## src/rtl/flopoco_11_14_pkg.sv

```systemverilog
// Shared definitions for the FloPoCo 11_14 word: field widths, exponent bias,
// exception codes and the fixed-to-float encoder state type.
package flopoco_11_14_pkg;

    localparam int WE   = 11;
    localparam int WF   = 14;
    localparam int FP_W = 28;
    localparam int BIAS = 1023;

    localparam logic [1:0] EXC_ZERO   = 2'b00;
    localparam logic [1:0] EXC_NORMAL = 2'b01;
    localparam logic [1:0] EXC_INF    = 2'b10;
    localparam logic [1:0] EXC_NAN    = 2'b11;

    typedef enum logic [1:0] {
        IDLE  = 2'd0,
        NORM  = 2'd1,
        ROUND = 2'd2,
        DONE  = 2'd3
    } enc_state_e;

endpackage

```

## src/rtl/fp_round_14.sv

```systemverilog
// Mantissa rounding for the 14-bit FloPoCo fraction.
// FP_ENC_RNE_EN selects round-to-nearest-even; otherwise the fraction is truncated.
module fp_round_14
    import flopoco_11_14_pkg::*;
(
    input  logic [WF-1:0] mant,
    input  logic          guard,
    input  logic          sticky,
    output logic [WF-1:0] mant_rnd,
    output logic          carry
);

`ifdef FP_ENC_RNE_EN
    localparam bit RNE = 1'b1;
`else
    localparam bit RNE = 1'b0;
`endif

    function automatic logic round_up(input logic g, input logic s, input logic lsb);
        return RNE & g & (s | lsb);
    endfunction

    logic inc;

    always_comb begin
        inc               = round_up(guard, sticky, mant[0]);
        {carry, mant_rnd} = {1'b0, mant} + {{WF{1'b0}}, inc};
    end

endmodule

```

## src/rtl/fix_to_flopoco_11_14.sv

```systemverilog
// Sequential signed fixed-point to FloPoCo 11_14 encoder, one normalising shift per cycle.
// Build option: FP_ENC_RNE_EN enables round-to-nearest-even (truncation otherwise).
module fix_to_flopoco_11_14
    import flopoco_11_14_pkg::*;
#(
    parameter int IN_W = 32,
    parameter int FRAC = 16
) (
    input  logic                   clk,
    input  logic                   rst_n,
    input  logic signed [IN_W-1:0] in_data,
    input  logic                   in_valid,
    output logic                   in_ready,
    output logic [FP_W-1:0]        out_data,
    output logic                   out_valid,
    input  logic                   out_ready
);

    localparam int SH_W  = (IN_W > 2) ? $clog2(IN_W) : 1;
    localparam int EXT_W = IN_W + WF;
    localparam logic [WE-1:0] EXP_TOP = WE'(BIAS + IN_W - 1 - FRAC);

    enc_state_e      state, state_nxt;
    logic [IN_W-1:0] mag, mag_nxt;
    logic [SH_W-1:0] sh, sh_nxt;
    logic            sign, sign_nxt;
    logic [FP_W-1:0] out_data_nxt;

    logic [IN_W-1:0]  in_mag;
    logic [EXT_W-1:0] ext;
    logic [WF-1:0]    mant, mant_rnd;
    logic             guard, sticky, rnd_carry;
    logic [WE-1:0]    exp_base, exp_fin;

    // Two's-complement magnitude; the most negative input maps to 2^(IN_W-1) unchanged.
    assign in_mag = in_data[IN_W-1] ? $unsigned(-in_data) : $unsigned(in_data);

    // Once normalised, mag's MSB is the hidden one; everything below feeds the fraction.
    assign ext    = {mag[IN_W-2:0], {(WF+1){1'b0}}};
    assign mant   = ext[EXT_W-1 -: WF];
    assign guard  = ext[EXT_W-1-WF];
    assign sticky = |ext[EXT_W-2-WF:0];

    assign exp_base = EXP_TOP - WE'(sh);
    assign exp_fin  = exp_base + {{(WE-1){1'b0}}, rnd_carry};

    fp_round_14 u_round (
        .mant     (mant),
        .guard    (guard),
        .sticky   (sticky),
        .mant_rnd (mant_rnd),
        .carry    (rnd_carry)
    );

    always_comb begin
        state_nxt    = state;
        mag_nxt      = mag;
        sh_nxt       = sh;
        sign_nxt     = sign;
        out_data_nxt = out_data;
        case (state)
            IDLE: begin
                if (in_valid && in_ready) begin
                    sign_nxt = in_data[IN_W-1];
                    mag_nxt  = in_mag;
                    if (in_mag == '0) begin
                        out_data_nxt = '0;
                        state_nxt    = DONE;
                    end else begin
                        sh_nxt    = '0;
                        state_nxt = NORM;
                    end
                end
            end
            NORM: begin
                if (mag[IN_W-1]) begin
                    state_nxt = ROUND;
                end else begin
                    mag_nxt = mag << 1;
                    sh_nxt  = sh + SH_W'(1);
                end
            end
            ROUND: begin
                out_data_nxt = {EXC_NORMAL, sign, exp_fin, mant_rnd};
                state_nxt    = DONE;
            end
            DONE: begin
                if (out_ready) state_nxt = IDLE;
            end
            default: state_nxt = IDLE;
        endcase
    end

    // Control and visible outputs: reset to idle, nothing pending.
    always_ff @(posedge clk or negedge rst_n) begin
        if (!rst_n) begin
            state     <= IDLE;
            out_data  <= '0;
            out_valid <= 1'b0;
            in_ready  <= 1'b1;
        end else begin
            state     <= state_nxt;
            out_data  <= out_data_nxt;
            out_valid <= (state_nxt == DONE);
            in_ready  <= (state_nxt == IDLE);
        end
    end

    // Working operand registers are only meaningful after an accept, so no reset.
    always_ff @(posedge clk) begin
        mag  <= mag_nxt;
        sh   <= sh_nxt;
        sign <= sign_nxt;
    end

endmodule

```

## config.mk

```make
export PLATFORM = sky130hd
export DESIGN_NAME = fix_to_flopoco_11_14
export DESIGN_NICKNAME = d
export VERILOG_FILES = /design/src/rtl/flopoco_11_14_pkg.sv /design/src/rtl/fp_round_14.sv /design/src/rtl/fix_to_flopoco_11_14.sv
export SDC_FILE = /design/constraint.sdc
export NUM_CORES = 1
export LEC_CHECK = 0
export ABC_AREA = 1
export ABC_CLOCK_PERIOD_IN_PS = 2060
export CAP_MARGIN = 20
export CELL_PAD_IN_SITES_DETAIL_PLACEMENT = 1
export CELL_PAD_IN_SITES_GLOBAL_PLACEMENT = 2
export CORE_ASPECT_RATIO = 1.5
export CORE_MARGIN = 1
export CORE_UTILIZATION = 36
export DETAILED_ROUTE_END_ITERATION = 10
export DONT_BUFFER_PORTS = 1
export HOLD_SLACK_MARGIN = 0.1
export PLACE_DENSITY = 0.76
export SLEW_MARGIN = 25
export SYNTH_ARGS = -nofsm -noshare
export SYNTH_HDL_FRONTEND = slang
export SYNTH_SLANG_ARGS = --single-unit
export TNS_END_PERCENT = 5
```

## constraint.sdc

```tcl
create_clock -name clk -period 2.06 [get_ports clk]
set_clock_uncertainty 0.05 [all_clocks]
set_input_delay 0.618 -clock clk [delete_from_list [all_inputs] [get_ports clk]]
set_output_delay 0.618 -clock clk [all_outputs]
set_load 0.01 [all_outputs]
```

After elaboration in Yosys (flattened, before gate mapping) --
Cells that the tools add are included.
Word-level totals: bits in registers 70, logic and storage cells 46
Operators by class: $add $sub $neg 3, equal/unequal tests 8, mux-type cells 16, reduce and logical (&&, ||, !) cells 11
Operators by type and width (count):
- $mux W32 | 3
- $pmux W32 S2 | 1
- $mux W28 | 2
- $pmux W28 S2 | 1
- $logic_not A32 Y1 | 1
- $neg A32 Y32 | 1
- $mux W5 | 3
- $sub A11 B5 Y11 const A | 1
- $pmux W5 S2 | 1
- $mux W2 | 4
- $ne A2 B2 Y1 const B | 4
- $pmux W2 S4 | 1
- $eq A2 B2 Y1 const B | 3
- $reduce_and A3 Y1 | 2
- $add A5 B1 Y5 const B | 1
- $logic_not A2 Y1 | 2
- $reduce_and A2 Y1 | 2
- $reduce_and A4 Y1 | 1
- $reduce_bool A2 Y1 | 2
- $eq A2 B1 Y1 const B | 1
- $logic_and A1 B1 Y1 | 1

Longest topological paths before layout --
Gate-level depths: netlist (run 1).
word-level depth 7, depth in mapped cells 18

Modules after synthesis --
A second synthesis (run 1) with hierarchy kept.
Unflattened totals: cell total of the unflattened synthesis 599, area, all modules 4480.5 um^2
Modules (own cells, without submodules):
- fix_to_flopoco_11_14 | times used 1, cells an instance 583, area an instance 4364.2 um^2
- fp_round_14 | times used 1, cells an instance 16, area an instance 116.4 um^2

Least setup slack after synthesis (run 1) --
Ideal clock, no wire load.
path kind input-to-reg, start input in_data[0], end register sh[0] (enable), library setup time 360 ps, data arrival time 2098 ps, path slack -448 ps, stages 12, path buffers 0, path through inv_1 -> ha_1 -> nand3_2 -> nor2_2 -> nand2_1 -> nand2_2 -> nand2_1 -> xor2_1 -> inv_1 -> nand3_1 -> nor2_2 -> a31oi_1
On the way: cells in the longest elaborated chain, start to end 5
Ends and longest elaborated chain:
- from (decl) | line fix_to_flopoco_11_14.sv:11 | input logic signed [IN_W-1:0] in_data,
- $neg A32 Y32 | line fix_to_flopoco_11_14.sv:36 | assign in_mag = in_data[IN_W-1] ? $unsigned(-in_data) : $unsigned(in_data);
- $mux W32 (*) | line fix_to_flopoco_11_14.sv:36
- $logic_not A32 Y1 (*) | line fix_to_flopoco_11_14.sv:66 | if (in_mag == '0) begin
- $ne A2 B2 Y1 (no line) (*)
- $reduce_and A4 Y1 (no line) (*)
- to (signal assigned) | line fix_to_flopoco_11_14.sv:112 | sh <= sh_nxt;
- to (decl) | line fix_to_flopoco_11_14.sv:25 | logic [SH_W-1:0] sh, sh_nxt;
Mark *: on every way between the ends. The rest lies on a longest branch, timed or not. A chain may end at the register's enable or synchronous reset.

Worst setup path in the final report (run 1) --
start input in_data[13], end register out_data[5]
On the way: cells in the longest elaborated chain, start to end 5
Ends and longest elaborated chain:
- $neg A32 Y32 | line fix_to_flopoco_11_14.sv:36
- $mux W32 (*) | line fix_to_flopoco_11_14.sv:36
- $logic_not A32 Y1 (*) | line fix_to_flopoco_11_14.sv:66
- $ne A2 B2 Y1 (no line) (*)
- $reduce_and A3 Y1 (no line) (*)
- to (signal assigned) | line fix_to_flopoco_11_14.sv:103 | out_data <= out_data_nxt;
- to (decl) | line fix_to_flopoco_11_14.sv:14 | output logic [FP_W-1:0] out_data,
Marks and branches as above.

==> results.md, run 1 <==
* Period utilisation layout at 1.06
* Max-slew violation count at 0
* Post-synth cell types at 34
* Largest net degree at the start of global routing at 44
* CP Depth at 16
* Proportion of synthesized area in mux cells at 0
* PnR worst setup slack at -131 ps
* R2R cell count at 8
* Global-route wire length before repair at 20.6 mm
* Worst path top cell family by delay: simple AND/OR/NAND/NOR gates
* Synth Area in XOR/XNOR at 0.0164
* CORE AREA at 0.0112 mm²
* Critical path buffers and inverters at 3
* Post-synthesis sequential area ratio at 0.452
* Max-cap violations at 0
* Via count at 3831
* Clock network power share at 0.221
* Place WS at -609 ps
* Worst hold path endpoint: sign$_DFFE_PP_
* RSZ-0062 raised after global routing: true
* Peak Freq at 456 MHz
* Sw Pwr at 2.26 mW
* R2R setup slack at 360 ps
* CTS buffer count at 9
* Gp weighted congestion at 0.835
* DRC at 0
* Crit Path Class: in2reg
* Sw frac at 0.365
* CTS tree: done
* Post-synth top area share at 0.272
* DRT antenna net count at 0
* Post-synth EDFFs at 38
* Fraction of the mapped netlist area in simple logic gates at 0.381
* Vias in the first global route at 4174
* Routed len/inst at 15.3 µm
* Status: finished with violations
* Mapped Cells at 565
* Yosys warns at 0
* Drt total wl at 12.0 mm
* Critical path data arrival time at 2360 ps
* Req. time, crit path at around 2200 ps
* GRT Total Usage at 0.215
* Synth area leader: edfxtp_1
* Hold Crit Class: in2reg
* Leak at 2.47 nW
* Synth Area in Adders at 0.00896
* Comb power frac at 0.329
* Share of layout cells above drive strength 1 at 0.247
* Worst-case clock buffer depth at 2
* Crit path max fanout at 28
* Initial Util at 0.375
* Synth Area in Compound Gates at 0.0609
* CP startpoint kind: input port
* CTS Root Buffer Type: clkbuf_16
* Insertion delay to the later sink of the worst-skew pair at 330 ps
* Top area cells in the synthesized netlist: edfxtp_1 (27%), nand2_1 (18%), dfrtp_1 (17%)
* Most common cell type on the critical path: nand2_1
* Post-layout util at 0.477
* Min-delay src: in_data[31]
* Post-synth top flop: edfxtp_1
* Hold path cells at 0
* Mapped Nets at 604
* Hpwl dp at 9.66 mm
* Main combinational cell family by area after synthesis: simple AND/OR/NAND/NOR gates
* Antenna violations before repair at 0
* Slowest cell on crit path: buf_12
* R2r startpoint: state[0]$_DFF_PN0_
* Synthesis-stage register bit count at just under 70
* Finish-stage setup viols at 34
* Inserted Diodes at 0
* Flop pwr share at 0.450
* Internal power at 3.92 mW
* Slowest stage delay, CP at 180 ps
* H-tree depth at 3
* RR Endpoint: in_ready$_DFF_PN1_
* CTS Sinks at 68
* Critical path endpoint category: flop
* Grt total ovfl at 0
* Final Hold Fails at 0
* Port Buffers at 0
* Die area at 0.0121 mm²
* Clk pin slew, worst setup/hold paths at 50 ps
* Post-layout min period at 2190 ps
* Avg Vias per Cell at 4.87
* Die W at between 90 and 100 µm
* # IOs at 66
* Failing checks: negative setup slack
* Synthesis-to-finish area growth at 27.3%
* First DRT Iteration DRCs at 113
* Router iterations before antenna repair at 4
* Synthesized area at 0.00419 mm²
* Final nets at 673
* Die Y at between 100 and 150 µm
* CP Cell Sequence: nor2_1 -> buf_4 -> nand2_1 -> nor2_1 -> nand2_1 -> nand3_1 -> nand2_1 -> inv_1 -> nand2_1 -> nor2_1 -> nand2_2 -> nor2_4 -> nand3_4 -> buf_12 -> nand3_1 -> nand2_1
* FP Rows at 47
* Synth Area per Inst at 7.42 µm²
* Pwr Density at 1160 mW/mm²
* Worst IR Drop VDD at 0.000522 V
* FFs w/ async S/R, synth at 0.441
power groups by stage:
stage | logic [mW] | clock network (mW) | registers (mW)
after floorplan | 1.35 | 0 | 2.70
after global placement | 1.92 | 0 | 2.78
after detailed placement | 2.01 | 0 | 2.81
after CTS | 2.08 | 1.41 | 2.80
after global routing | 2.34 | 1.45 | 2.86
final | 2.03 | 1.37 | 2.78
sequential cells by signal, indices dropped and copies added, names as in the netlist:
| register | flops |
|---|---|
| in_ready | 1 |
| state | 2 |
| sign | 1 |
| mag | 32 |
| sh | 5 |
| out_valid | 1 |
| out_data | 26 |
layout make-up:
class | instances | area [µm²]
repair buffers | 78 | 651
multi-input cells | 416 | 2110
clock inverters | 3 | 15.0
inverters | 61 | 233
flip-flops and latches | 68 | 1890
well taps | 147 | 184
fillers | 1417 | 5840
clock buffers | 13 | 250
Yosys cell counts, drive strengths merged, types with 2 or more instances:
cell type    n
nand3       61
nor3         2
o21ai       38
buf         10
a22o         3
clkbuf      10
a21oi        2
dfrtp       29
xor2         5
ha           3
nor2        74
nand3b       4
inv         60
o21bai       2
xnor2        2
nand2      209
edfxtp      38
nand4        6
metrics by stage:
stage | area (µm²) | power [mW] | TNS (ps) | hold slack, ps | cells
3_5_place_dp | 4920 | 4.83 | -20740 | 273 | 767
4_1_cts | 5310 | 6.29 | -3430 | 326 | 786
6_report | 5340 | 6.18 | -3380 | 346 | 786
3_3_place_gp | 4920 | 4.70 | -20020 | 273 | 767
2_1_floorplan | 4230 | 4.04 | -6640 | 272 | 565
5_1_grt | 5340 | 6.65 | -9110 | 329 | 786
kinds of logic after synthesis:
| family | count (synthesis) |
|---|---|
| AO/OA/AOI/OAI | 47 |
| XOR/XNOR | 7 |
| other | 1 |
| AND/OR/NAND/NOR | 358 |
| flip-flops | 68 |
| buffers and inverters | 81 |
| adder cells (fa/ha/maj) | 3 |
cells in the final DEF (no fill, tap or decap), types with 2 or more instances in the layout:
master | Yosys | final
edfxtp_1 | 38 | 38
nand2_2 | 7 | 11
buf_12 | 0 | 5
nor2_2 | 8 | 11
a22o_1 | 3 | 3
nor2_4 | 0 | 7
o21ai_0 | 35 | 34
o21bai_1 | 2 | 2
nand2_4 | 0 | 2
xor2_1 | 4 | 4
inv_1 | 55 | 52
nand2_1 | 202 | 196
nand3b_1 | 4 | 4
ha_1 | 3 | 2
nor2_1 | 66 | 56
o21ai_1 | 3 | 3
nand4_1 | 6 | 6
clkinv_2 | 0 | 3
buf_4 | 2 | 72
nand3_1 | 42 | 40
dfrtp_1 | 29 | 29
a21oi_1 | 2 | 2
clkbuf_16 | 0 | 9
nand3_2 | 18 | 19
inv_2 | 5 | 7
clkbuf_1 | 10 | 3
nand3_4 | 1 | 2
per-layer routing:
layer  vias up  track usage  share of wire
li1       1935            -              -
met5         -            0              0
met1      1814        0.232           0.39
met4         0       0.0851          0.025
met2        66        0.413           0.55
met3        16       0.0351          0.029
worst max path at each step:
stage	startpoint	endpoint	slack, ps
final	in_data[13]	out_data[5]$_DFFE_PN0P_	-130
after global routing	in_data[1]	out_data[7]$_DFFE_PN0P_	-300
after CTS	in_data[0]	out_data[5]$_DFFE_PN0P_	-120
after detailed placement	in_data[0]	sh[1]$_SDFFCE_PN0P_	-610
after global placement	in_data[0]	sh[3]$_SDFFCE_PN0P_	-590
after floorplan	in_data[0]	out_data[26]$_DFFE_PN0P_	-250
timing repair:
item / CTS / global route
setup buffers: 1 / 0
hold buffers: 2 / 0
gates cloned: 0 / 0
gates resized for setup: 25 / 6
pin swaps: 4 / 1
endpoints found under the setup margin: 34 / 36
endpoints found under the hold margin: 30 / 0
Note: power is estimated with default switching activity, not from simulation.
==> run 2: changes to the inputs <==
--- a/config.mk
+++ b/config.mk
@@ -6,17 +6,17 @@
 export NUM_CORES = 1
 export LEC_CHECK = 0
 export ABC_AREA = 1
-export ABC_CLOCK_PERIOD_IN_PS = 2060
+export ABC_CLOCK_PERIOD_IN_PS = 2630
 export CAP_MARGIN = 20
 export CELL_PAD_IN_SITES_DETAIL_PLACEMENT = 1
 export CELL_PAD_IN_SITES_GLOBAL_PLACEMENT = 2
 export CORE_ASPECT_RATIO = 1.5
 export CORE_MARGIN = 1
-export CORE_UTILIZATION = 36
+export CORE_UTILIZATION = 39
 export DETAILED_ROUTE_END_ITERATION = 10
 export DONT_BUFFER_PORTS = 1
 export HOLD_SLACK_MARGIN = 0.1
-export PLACE_DENSITY = 0.76
+export PLACE_DENSITY = 0.82
 export SLEW_MARGIN = 25
 export SYNTH_ARGS = -nofsm -noshare
 export SYNTH_HDL_FRONTEND = slang
==> constraint.sdc (replaced) <==
create_clock -name clk -period 2.63 [get_ports clk]
set_clock_uncertainty 0.05 [all_clocks]
set_input_delay 0.789 -clock clk [delete_from_list [all_inputs] [get_ports clk]]
set_output_delay 0.789 -clock clk [all_outputs]
set_load 0.01 [all_outputs]
==> results.md, run 2 (same netlist as run 1, synthesis figures left out) <==
* Status: finished, final reports clean
* H-tree depth at 3
* CTS buffer count at 9
* Initial Util at 0.398
* CP Cell Sequence: inv_1 -> ha_1 -> nand3_4 -> nor2_4 -> nand2_1 -> nand2_2 -> nand3_1 -> nand2_1 -> nand2_1 -> nor2_1 -> nand2_1 -> nor2_2 -> buf_4 -> a31oi_2
* Sw Pwr at 1.72 mW
* Global-route wire length before repair at 19.0 mm
* Leak at 2.31 nW
* Die area at between 0.01 and 0.015 mm²
* Antenna violations before repair at 0
* Peak Freq at 401 MHz
* Req. time, crit path at 2630 ps
* Finish-stage setup viols at 0
* WHS at 225 ps
* Share of layout cells above drive strength 1 at 0.173
* CP startpoint kind: input port
* Hold Crit Class: in2async
* Via count at ~3700
* Crit Path Class: in2reg
* Grt total ovfl at 0
* RSZ-0062 raised after global routing: true
* Port Buffers at 0
* Clk pin slew, worst setup/hold paths at 50 ps
* Worst IR Drop VDD at 0.000363 V
* Synthesis-to-finish area growth at 18.8%
* Post-Place Cells at 740
* Critical path buffers and inverters at 2
* Die W at 86.6 µm
* Pwr Density at 938 mW/mm²
* FP Rows at 46
* GRT Total Usage at 0.223
* Slowest cell on crit path: ha_1
* Max FFs per register at 32
* CORE AREA at 0.0105 mm²
* R2r startpoint: state[0]$_DFF_PN0_
* # IOs at 66
* Crit path max fanout at 5
* DRC at 0
* Comb power frac at 0.304
* Worst Setup SP: in_data[0]
* Clock network power share at 0.229
* Period utilisation layout at 0.949
* Largest registers: mag x32, out_data x26, sh x5
* Critical path data arrival time at 2500 ps
* Sw frac at 0.369
* Router iterations before antenna repair at 4
* CTS Root Buffer Type: clkbuf_16
* Buffer count from post-CTS setup fixing at 0
* Commonest non-fill, non-tap cell in the layout: nand2_1
* Inserted Diodes at 0
* Max-cap violations at 0
* Largest net degree at the start of global routing at 44
* Hpwl dp at 9.18 mm
* Max-slew violation count at 0
* Worst-case clock buffer depth at 2
* CTS Sinks at 68
* Vias in the first global route at ~3900
* Post-layout min period at between 2000 and 2500 ps
* Insertion delay to the later sink of the worst-skew pair at 330 ps
* Flop pwr share at 0.467
* PnR worst setup slack at 133 ps
* Internal power at between 2 and 3 mW
* Avg Vias per Cell at a little under 5
* RR Endpoint: mag[25]$_DFFE_PP_
* Design Power at 4.67 mW
* DRT antenna net count at 0
* Gp weighted congestion at 0.832
* Critical path endpoint category: flop
* Biggest register: mag
* Final std cells w/o fill at 757
* R2R cell count at 6
* CTS tree: done
* Most frequent cells in the layout: nand2_1 (202), nor2_1 (65), inv_1 (55)
* Final Hold Fails at 0
* Final nets at 647
* Slowest stage delay, CP at about 230 ps
* Drt total wl at 11.5 mm
* Die Y at roughly 130 µm
* Most common cell type on the critical path: nand2_1
* R2R setup slack at 580 ps
* Worst path top cell family by delay: simple AND/OR/NAND/NOR gates
* First DRT Iteration DRCs at around 150
* Place WS at -269 ps
* Routed len/inst at 15.2 µm
run 2: layer usage:
metal,GRT usage,vias to the layer above,share of wire
met5,0,-,0
met4,0.0824,0,0.018
met3,0.0385,15,0.028
met2,0.424,62,0.55
met1,0.242,1745,0.40
li1,-,1884,-
run 2: metrics by stage:
| step | utilization | cell area [µm²] | TNS, ps |
|---|---|---|---|
| after floorplan | - | 4200 | -125 |
| after global placement | 0.443 | 4670 | -6190 |
| after detailed placement | 0.443 | 4670 | -8010 |
| after CTS | 0.470 | 4950 | 0 |
| after global routing | 0.473 | 4980 | -964 |
| final | 0.473 | 4980 | 0 |
run 2: area by class of cell:
| type | instances | area (µm²) |
|---|---|---|
| repair buffers | 52 | 415 |
| clock buffers | 16 | 262 |
| fillers | 1363 | 5550 |
| well taps | 144 | 180 |
| inverters | 61 | 229 |
| flip-flops and latches | 68 | 1890 |
| multi-input cells | 416 | 2000 |
run 2: timing repair:
action                     4_1_cts  5_1_grt
resized for setup                0        6
hold buffers                     1        0
setup endpoints to repair        0       33
hold endpoints to repair        29        0
run 2: worst max-delay path by stage:
stage / slack (ps) / endpoint / depth (start not counted)
after floorplan: -10 / out_data[26]$_DFFE_PN0P_ / 15
after global routing: -70 / sh[1]$_SDFFCE_PN0P_ / 14
after global placement: -200 / out_data[0]$_DFFE_PN0P_ / 16
after CTS: 70 / out_data[6]$_DFFE_PN0P_ / 16
final: 130 / sh[3]$_SDFFCE_PN0P_ / 14
after detailed placement: -270 / out_data[1]$_DFFE_PN0P_ / 16
run 2: power by group through the flow:
stage          logic (mW)  clock network, mW  registers (mW)
2_1_floorplan        1.05                  0            2.11
3_3_place_gp         1.35                  0            2.18
3_5_place_dp         1.43                  0            2.20
4_1_cts              1.45               1.10            2.19
5_1_grt              1.63               1.15            2.25
6_report             1.42               1.07            2.18
==> run 3: changes to the inputs <==
--- a/config.mk
+++ b/config.mk
@@ -7,7 +7,6 @@
 export LEC_CHECK = 0
 export ABC_AREA = 1
 export ABC_CLOCK_PERIOD_IN_PS = 2630
-export CAP_MARGIN = 20
 export CELL_PAD_IN_SITES_DETAIL_PLACEMENT = 1
 export CELL_PAD_IN_SITES_GLOBAL_PLACEMENT = 2
 export CORE_ASPECT_RATIO = 1.5
@@ -17,6 +16,7 @@
 export DONT_BUFFER_PORTS = 1
 export HOLD_SLACK_MARGIN = 0.1
 export PLACE_DENSITY = 0.82
+export SKIP_LAST_GASP = 1
 export SLEW_MARGIN = 25
 export SYNTH_ARGS = -nofsm -noshare
 export SYNTH_HDL_FRONTEND = slang
==> results.md, run 3 (same netlist as run 1, synthesis figures left out) <==
* R2R setup slack at slightly below 600 ps
* Critical path data arrival time at 2490 ps
* Crit Path Class: in2reg
* Worst IR Drop VDD at 0.000363 V
* Critical path endpoint category: flop
* Gp weighted congestion at 0.832
* Slowest stage delay, CP at approximately 230 ps
* Port Buffers at 0
* Avg Vias per Cell at 4.91
* CTS Root Buffer Type: clkbuf_16
* Slowest cell on crit path: ha_1
* Router iterations before antenna repair at 4
* Inserted Diodes at 0
* RSZ-0062 raised after global routing: true
* Pwr Density at 939 mW/mm²
* H-tree depth at 3
* Largest registers: mag x32, out_data x26, sh x5
* CP Cell Sequence: inv_1 -> ha_1 -> nand3_4 -> nor2_4 -> nand2_1 -> nand2_2 -> nand3_1 -> nand2_1 -> nand2_1 -> nor2_1 -> nand2_1 -> nor2_2 -> buf_4 -> a31oi_2
* CORE AREA at 0.0105 mm²
* Internal power at 2.95 mW
* Drt total wl at 11.5 mm
* Clock network power share at 0.229
* Max-cap violations at 0
* Vias in the first global route at 3890
* # IOs at 66
* Die W at about 87 µm
* Most frequent cells in the layout: nand2_1 (202), nor2_1 (65), inv_1 (55)
* Biggest register: mag
* Design area at 0.00497 mm²
* Via count at 3717
* WHS at 225 ps
* Final nets at 647
* CP startpoint kind: input port
* Synthesis-to-finish area growth at 18.7%
* Max-slew violation count at 0
* Antenna violations before repair at 0
* Period utilisation layout at 0.949
* DRT antenna net count at 0
* Finish-stage setup viols at 0
* First DRT Iteration DRCs at approximately 150
* Largest net degree at the start of global routing at 44
* Commonest non-fill, non-tap cell in the layout: nand2_1
* Routed len/inst at 15.2 µm
* Hpwl dp at 9.18 mm
* Insertion delay to the later sink of the worst-skew pair at 330 ps
* Crit path max fanout at 5
* Die Y at about 130 µm
* Die area at 0.0112 mm²
* FP Rows at 46
* Post-layout min period at roughly 2500 ps
* Comb power frac at 0.304
* Global-route wire length before repair at 19.0 mm
* CTS tree: done
* Hold Crit Class: in2async
* Sw Pwr at 1.73 mW
* Share of layout cells above drive strength 1 at 0.173
* Clk pin slew, worst setup/hold paths at 50 ps
* Sw frac at 0.369
* CTS buffer count at 9
* Leak at 2.31 nW
* Initial Util at 0.398
* Grt total ovfl at 0
* DRC at 0
* Final Hold Fails at 0
* Req. time, crit path at 2630 ps
* CTS Sinks at just under 70
* Status: finished, final reports clean
* Peak Freq at about 400 MHz
* Flop pwr share at 0.467
* GRT Total Usage at 0.223
* Max FFs per register at 32
* Worst-case clock buffer depth at 2
* Fillers at 1363
* DP Area at 0.00467 mm²
* Most common cell type on the critical path: nand2_1
run 3: worst paths after layout:
path	endpoint	cells past startpoint	from
max	sh[3]$_SDFFCE_PN0P_	14	in_data[0]
min	out_data[16]$_DFFE_PN0P_	1	rst_n
max reg2reg	mag[25]$_DFFE_PP_	6	state[0]$_DFF_PN0_
min reg2reg	out_data[25]$_DFFE_PN0P_	2	sign$_DFFE_PP_
max in group asynchronous	out_data[7]$_DFFE_PN0P_	1	rst_n
min in group clk	out_data[25]$_DFFE_PN0P_	2	sign$_DFFE_PP_
run 3: timing repair:
action                     4_1_cts  5_1_grt
resized for setup                0        5
setup endpoints to repair        0       33
hold buffers                     1        0
hold endpoints to repair        29        0
setup buffers                    0        0
run 3: metal layers:
metal	part of all wire	GRT usage	routed length (µm)
met5	0	0	0
met4	0.018	0.0824	206
met3	0.031	0.0385	352
met2	0.55	0.424	6320
met1	0.40	0.242	4600
run 3: power by group through the flow:
| stage | clock (mW) | combinational, mW | sequential (mW) |
|---|---|---|---|
| 3_3_place_gp | 0 | 1.35 | 2.18 |
| 6_report | 1.07 | 1.42 | 2.18 |
| 3_5_place_dp | 0 | 1.43 | 2.20 |
| 5_1_grt | 1.15 | 1.63 | 2.25 |
| 2_1_floorplan | 0 | 1.05 | 2.11 |
| 4_1_cts | 1.10 | 1.45 | 2.19 |
run 3: final cells by class:
class,count,area (µm²),area share
clock buffer,16,262,0.0526
inverter,61,229,0.0460
multi-input combinational,416,1990,0.401
sequential,68,1890,0.381
tap,144,180,0.0362
timing repair buffer,52,415,0.0835
run 3: worst max-delay path: cells and delay by family:
kind / cells / cell delay [ps]
fa+ha+maj: 1 / 230
compound gates: 1 / 140
buf+inv: 2 / 200
simple gates: 10 / 1120
run 3: stage by stage:
step | cells | setup TNS [ps] | util | power, mW | setup slack [ps]
2_1_floorplan | 565 | -125 | - | 3.16 | -13.4
3_3_place_gp | 740 | -6190 | 0.443 | 3.53 | -200
3_5_place_dp | 740 | -8010 | 0.443 | 3.63 | -269
4_1_cts | 757 | 0 | 0.470 | 4.74 | 71.5
5_1_grt | 757 | -1220 | 0.472 | 5.03 | -74.0
6_report | 757 | 0 | 0.472 | 4.67 | 134
